File: src/rtl/cv32e40x_xif_aes_ctrl.sv
// XIF-to-saes32 sequencer: keeps offloaded AES32 instructions in an in-order
// tracking queue and runs each one on the FU once it is committed. The result
// is then held on the XIF result channel until the core takes it.
//
// state | meaning
// IDLE  | waiting for head entry to be committed (or killed, then dropped)
// EXEC  | head operands presented to FU, waiting for fu_ready_i
// RESP  | FU result held on result channel until result_ready_i
module cv32e40x_xif_aes_ctrl #(
  parameter int unsigned X_ID_WIDTH  = 4,
  parameter int unsigned X_RFR_WIDTH = 32,
  parameter int unsigned DEPTH       = 4
) (
  input  logic                     clk_i,
  input  logic                     rst_i,
  input  logic                     issue_valid_i,
  output logic                     issue_ready_o,
  input  logic [31:0]              issue_instr_i,
  input  logic [X_ID_WIDTH-1:0]    issue_id_i,
  input  logic [2*X_RFR_WIDTH-1:0] issue_rs_i,
  input  logic [1:0]               issue_rs_valid_i,
  output logic                     issue_accept_o,
  input  logic                     commit_valid_i,
  input  logic [X_ID_WIDTH-1:0]    commit_id_i,
  input  logic                     commit_kill_i,
  output logic                     fu_valid_o,
  output logic [X_RFR_WIDTH-1:0]   fu_rs1_o,
  output logic [X_RFR_WIDTH-1:0]   fu_rs2_o,
  output logic [1:0]               fu_bs_o,
  output logic [3:0]               fu_op_o,
  input  logic                     fu_ready_i,
  input  logic [X_RFR_WIDTH-1:0]   fu_rd_i,
  output logic                     result_valid_o,
  input  logic                     result_ready_i,
  output logic [X_ID_WIDTH-1:0]    result_id_o,
  output logic [X_RFR_WIDTH-1:0]   result_data_o,
  output logic [4:0]               result_rd_o,
  output logic                     result_we_o,
  output logic                     busy_o
);

  localparam int unsigned PW = $clog2(DEPTH);
  localparam logic [PW:0] FULL_CNT = (PW+1)'(DEPTH);

  localparam logic [1:0] ST_IDLE = 2'd0;
  localparam logic [1:0] ST_EXEC = 2'd1;
  localparam logic [1:0] ST_RESP = 2'd2;

  localparam logic [1:0] E_PEND = 2'd0;
  localparam logic [1:0] E_COMM = 2'd1;
  localparam logic [1:0] E_KILL = 2'd2;

  localparam logic [6:0] OPC_AES32 = 7'h33;
  localparam logic [4:0] F_DSI     = 5'b10101;
  localparam logic [4:0] F_DSMI    = 5'b10111;
  localparam logic [4:0] F_ESI     = 5'b10001;
  localparam logic [4:0] F_ESMI    = 5'b10011;

  // one-hot FU op {encsm,encs,decsm,decs} from funct5
  function automatic logic [3:0] op_decode(input logic [4:0] f5);
    case (f5)
      F_ESMI:  op_decode = 4'b1000;
      F_ESI:   op_decode = 4'b0100;
      F_DSMI:  op_decode = 4'b0010;
      F_DSI:   op_decode = 4'b0001;
      default: op_decode = 4'b0000;
    endcase
  endfunction

  logic [X_ID_WIDTH-1:0]  id_q    [DEPTH];
  logic [X_RFR_WIDTH-1:0] rs1_q   [DEPTH];
  logic [X_RFR_WIDTH-1:0] rs2_q   [DEPTH];
  logic [6:0]             funct_q [DEPTH];
  logic [4:0]             rd_q    [DEPTH];
  logic [1:0]             est_q   [DEPTH];
  logic [DEPTH-1:0]       vld_q;

  logic [PW-1:0]          head_q, tail_q;
  logic [PW:0]            count_q;
  logic [1:0]             state_q, state_d;
  logic [X_RFR_WIDTH-1:0] res_q, res_d;

  logic is_aes, push, pop, head_go, new_hit, head_pend_commit;
  logic unused_instr;

  assign unused_instr = ^issue_instr_i[24:12];

  assign is_aes = (issue_instr_i[6:0] == OPC_AES32) &&
                  ((issue_instr_i[29:25] == F_DSI)  || (issue_instr_i[29:25] == F_DSMI) ||
                   (issue_instr_i[29:25] == F_ESI)  || (issue_instr_i[29:25] == F_ESMI));

  assign issue_ready_o  = (count_q != FULL_CNT) && (&issue_rs_valid_i);
  assign issue_accept_o = issue_valid_i && issue_ready_o && is_aes;
  assign push           = issue_accept_o;
  assign new_hit        = commit_valid_i && (commit_id_i == issue_id_i);

  // a commit arriving this cycle for a pending head lets IDLE start at once
  assign head_pend_commit = (est_q[head_q] == E_PEND) && commit_valid_i &&
                            !commit_kill_i && (commit_id_i == id_q[head_q]);
  assign head_go = (state_q == ST_IDLE) && vld_q[head_q] &&
                   ((est_q[head_q] == E_COMM) || head_pend_commit);

  assign pop = ((state_q == ST_IDLE) && vld_q[head_q] && (est_q[head_q] == E_KILL)) ||
               ((state_q == ST_RESP) && result_ready_i);

  // entry valid/state tracking: commits, kills, push and pop
  always_ff @(posedge clk_i) begin
    if (rst_i) begin
      vld_q <= '0;
      for (int i = 0; i < DEPTH; i++) est_q[i] <= E_PEND;
    end else begin
      for (int i = 0; i < DEPTH; i++) begin
        if (vld_q[i] && (est_q[i] == E_PEND) && commit_valid_i && (id_q[i] == commit_id_i))
          est_q[i] <= commit_kill_i ? E_KILL : E_COMM;
      end
      if (pop) vld_q[head_q] <= 1'b0;
      if (push) begin
        vld_q[tail_q] <= 1'b1;
        est_q[tail_q] <= new_hit ? (commit_kill_i ? E_KILL : E_COMM) : E_PEND;
      end
    end
  end

  // entry payload, written only on push
  always_ff @(posedge clk_i) begin
    if (push) begin
      id_q[tail_q]    <= issue_id_i;
      rs1_q[tail_q]   <= issue_rs_i[X_RFR_WIDTH-1:0];
      rs2_q[tail_q]   <= issue_rs_i[2*X_RFR_WIDTH-1:X_RFR_WIDTH];
      funct_q[tail_q] <= issue_instr_i[31:25];
      rd_q[tail_q]    <= issue_instr_i[11:7];
    end
  end

  // queue pointers and occupancy
  always_ff @(posedge clk_i) begin
    if (rst_i) begin
      head_q  <= '0;
      tail_q  <= '0;
      count_q <= '0;
    end else begin
      if (pop)  head_q <= head_q + PW'(1);
      if (push) tail_q <= tail_q + PW'(1);
      if (push && !pop)      count_q <= count_q + (PW+1)'(1);
      else if (pop && !push) count_q <= count_q - (PW+1)'(1);
    end
  end

  // sequencer next state and result capture
  always_comb begin
    state_d = state_q;
    res_d   = res_q;
    case (state_q)
      ST_IDLE: if (head_go) state_d = ST_EXEC;
      ST_EXEC: if (fu_ready_i) begin
        state_d = ST_RESP;
        res_d   = fu_rd_i;
      end
      ST_RESP: if (result_ready_i) state_d = ST_IDLE;
      default: state_d = ST_IDLE;
    endcase
  end

  // sequencer state register
  always_ff @(posedge clk_i) begin
    if (rst_i) begin
      state_q <= ST_IDLE;
      res_q   <= '0;
    end else begin
      state_q <= state_d;
      res_q   <= res_d;
    end
  end

  // FU and result channel drive, zeroed outside their active states
  always_comb begin
    fu_valid_o     = 1'b0;
    fu_rs1_o       = '0;
    fu_rs2_o       = '0;
    fu_bs_o        = 2'b00;
    fu_op_o        = 4'b0000;
    result_valid_o = 1'b0;
    result_id_o    = '0;
    result_data_o  = '0;
    result_rd_o    = 5'd0;
    result_we_o    = 1'b0;
    if (state_q == ST_EXEC) begin
      fu_valid_o = 1'b1;
      fu_rs1_o   = rs1_q[head_q];
      fu_rs2_o   = rs2_q[head_q];
      fu_bs_o    = funct_q[head_q][6:5];
      fu_op_o    = op_decode(funct_q[head_q][4:0]);
    end
    if (state_q == ST_RESP) begin
      result_valid_o = 1'b1;
      result_id_o    = id_q[head_q];
      result_data_o  = res_q;
      result_rd_o    = rd_q[head_q];
      result_we_o    = 1'b1;
    end
  end

  assign busy_o = (count_q != '0) || (state_q != ST_IDLE);

endmodule

File: config.mk
export PLATFORM = sky130hd
export DESIGN_NAME = cv32e40x_xif_aes_ctrl
export DESIGN_NICKNAME = d
export VERILOG_FILES = /design/src/rtl/cv32e40x_xif_aes_ctrl.sv
export SDC_FILE = /design/constraint.sdc
export NUM_CORES = 1
export LEC_CHECK = 0
export ABC_AREA = 0
export BUFFER_PORTS_ARGS = -buffer_cell sky130_fd_sc_hd__buf_2
export CAP_MARGIN = 20
export CORE_ASPECT_RATIO = 0.8
export CORE_MARGIN = 5
export CORE_UTILIZATION = 50
export CTS_CLUSTER_DIAMETER = 30
export DETAILED_ROUTE_END_ITERATION = 8
export PLACE_DENSITY = 0.71
export SYNTH_ARGS = -nofsm -noshare
export SYNTH_HDL_FRONTEND = slang
export SYNTH_SLANG_ARGS = --single-unit
File: constraint.sdc
create_clock -name clk_i -period 6.38 [get_ports clk_i]
set_input_delay 1.276 -clock clk_i [delete_from_list [all_inputs] [get_ports clk_i]]
set_output_delay 1.276 -clock clk_i [all_outputs]
set_load 0.01 [all_outputs]
==> impl_metrics.tcl <==
set metrics [dict create \
    root_buffer "clkbuf_16" \
    synth.avg_cell_area_sq_um 17.5 \
    dr_total_vias 8398 \
    start_util_pct 50.8 \
    clk_path_buf_depth 3 \
    cellLeakagePower_uw 0.00677 \
    powerDensity_nw_per_um2 319 \
    hpwlAfterDp_mm 20.2 \
    arrival_ns 2.95 \
    grt_overflow 0 \
    hold_violations 0 \
    post_cts_resized 0 \
    worst_pin_slew_ns 1.03 \
    ir_drop_v 0.000222 \
    place_congestion 0.759 \
    dieArea_sq_um 33500 \
    endpoint_kind "output pin" \
    finalWirelength_mm 32.4 \
    power_uw 5950 \
    synth_edf_count 328 \
    coreArea_sq_um 29400 \
    setup_viol 0 \
    synth_fp_nets 1011 \
    num_rows 56 \
    synthesis.area_sq_um 14900 \
    cp-start-kind "flip-flop" \
    final_area_sq_um 18700 \
    area_growth_pct 24.9 \
    synth_seq_cells 375 \
    holdCritPathClass "flip-flop to flip-flop" \
    ant_nets 0 \
    dr.pass1.iters 7 \
    ys_warn_count 0 \
    rsz0062_at_grt "false" \
    ioPinCount 262 \
    drtIter0Drc 574 \
    status "complete, no violations" \
    synth_cells 856 \
    clk_latency_ns 0.59 \
    fp.dieW_um 203 \
    max_slew_margin_pct 31.5 \
    die_h_um 165 \
    hold_buffers 0 \
    setup_tns_ns 0 \
    cp_data_required_time_ns 5.10 \
    grt_max_degree 60 \
    clock_skew_ns 0.0241 \
    cts_buffers 61 \
    grt_pass1_wl_mm 49.6 \
    maxSlewViolCount 0 \
    clkSlewWorstSetupHoldPaths_ns 0.05 \
    critical_path_class "flip-flop to output pin" \
    async_flop_share_pct 0 \
    h-tree-depth 2 \
    synthFlopType "edfxtp_1" \
    min_period_over_period_pct 66.3 \
    cap_violations 0 \
    placed_area_sq_um 16600 \
    nNetsFinal 1286 \
    grt_use_total_pct 19.2 \
    cts_tree "yes" \
    drc_errors 0 \
    fmax_ghz 0.236 \
    synth_cell_type_count 40 \
    critPathMaxFanout 56 \
    drt-vias-per-instance 5.37 \
    final_util_pct 63.4 \
    first_global_vias 8843 \
    fin_cells 1564 \
    postCtsSetupRepairBufs 0 \
    cts_sinks 375 \
    port_buffers 248 \
    yosysSeqAreaShare_pct 72.2 \
    dpl.cell_count 1444 \
    wl_per_cell_um 20.7 \
    antenna_found_initial 6 \
    drive_above_1_share_pct 38.7 \
    min_period_ns 4.23 \
]
==> critical path: stages (launching register included) <==
cell	delay, ns
dfxtp_4	0.63
buf_4	0.78
mux2i_1	0.15
mux2_2	0.34
nor3b_1	0.24
buf_2	0.20
==> synthesized netlist by cell type (4+ instances only) <==
| master | number | share of area (%) |
|---|---|---|
| nor3_1 | 5 | 0.17 |
| xor2_1 | 18 | 1.1 |
| mux4_2 | 79 | 12 |
| dfxtp_1 | 47 | 6.3 |
| ha_1 | 9 | 0.75 |
| o21ai_0 | 5 | 0.17 |
| mux2i_1 | 9 | 0.60 |
| or3_1 | 4 | 0.17 |
| edfxtp_1 | 328 | 66 |
| clkbuf_1 | 33 | 0.83 |
| buf_2 | 8 | 0.27 |
| and2_1 | 108 | 4.5 |
| nor4_1 | 6 | 0.25 |
| nand3_1 | 4 | 0.13 |
| a21oi_1 | 40 | 1.3 |
| inv_1 | 16 | 0.40 |
| xnor2_1 | 10 | 0.59 |
| nor2_1 | 19 | 0.48 |
| nand2_1 | 71 | 1.8 |
| nand2b_1 | 4 | 0.17 |
==> sequential cells by signal, indices dropped and copies added (netlist names), 3 cells and up, named ones only <==
register  cells
count_q       3
est_q         8
funct_q      28
id_q         16
rd_q         20
res_q        32
rs1_q       128
rs2_q       128
vld_q         4
==> final timing paths <==
check | start | endpoint | slack [ns] | cells past startpoint
setup / recovery | flip-flop | result_id_o[0] | 2.15 | 5
hold / removal | res_q[1]$_SDFFE_PP0P_ | res_q[1]$_SDFFE_PP0P_ | 0.45 | 2
setup reg to reg | flip-flop | count_q[2]$_SDFFE_PP0P_ | 2.77 | 10
hold reg to reg | res_q[1]$_SDFFE_PP0P_ | res_q[1]$_SDFFE_PP0P_ | 0.45 | 2
==> final cells by class <==
cell class | instances | area (sq um)
multi-input cells | 418 | 3880
fillers | 2097 | 10800
diodes | 3 | 7.51
clock inverters | 49 | 517
repair buffers | 259 | 1360
clock buffers | 67 | 1550
flip-flops and latches | 375 | 10800
well taps | 377 | 472
inverters | 16 | 70.1
==> metrics by stage <==
step | hold slack, ns | worst slack [ns]
6_report | 0.451 | 2.15
5_1_grt | 0.468 | 1.94
4_1_cts | 0.450 | 2.07
3_5_place_dp | 0.442 | 2.40
3_3_place_gp | 0.437 | 2.41
2_1_floorplan | 0.432 | 1.93
==> cells in the final DEF (no fill, tap or decap), types with 5 or more instances in the layout <==
master / n
edfxtp_1: 328
buf_2: 248
and2_1: 108
mux4_2: 79
nand2_1: 71
clkbuf_16: 61
dfxtp_1: 45
a21oi_1: 40
nor2_1: 18
xor2_1: 18
clkinvlp_4: 12
inv_1: 11
inv_6: 11
xnor2_1: 10
mux2i_1: 9
ha_1: 9
buf_4: 9
nor4_1: 6
clkbuf_1: 6
clkinv_4: 6
nor3_1: 5
o21ai_0: 5
inv_8: 5
==> cell families after synthesis <==
group,Yosys count,synth area share [%]
adder cells (fa/ha/maj),10,0.888
AO/OA/AOI/OAI,48,1.86
flip-flops,375,72.2
buffers and inverters,63,1.88
AND/OR/NAND/NOR,243,8.94
multiplexers,89,12.6
XOR/XNOR,28,1.64
==> routing by layer <==
layer  GRT usage, %  share of wire [%]
met5              0               0.15
met4           5.49                1.9
met3           6.01                8.0
met2           31.6                 49
met1           25.0                 41
==> where the power goes <==
part / total (uW) / internal, uW / switching, uW
clock network: 3200 / 1970 / 1230
registers: 2670 / 2670 / 1.19
logic: 87.2 / 37.0 / 50.2
total: 5950 / 4670 / 1280
Note: power is estimated with default switching activity, not from simulation.
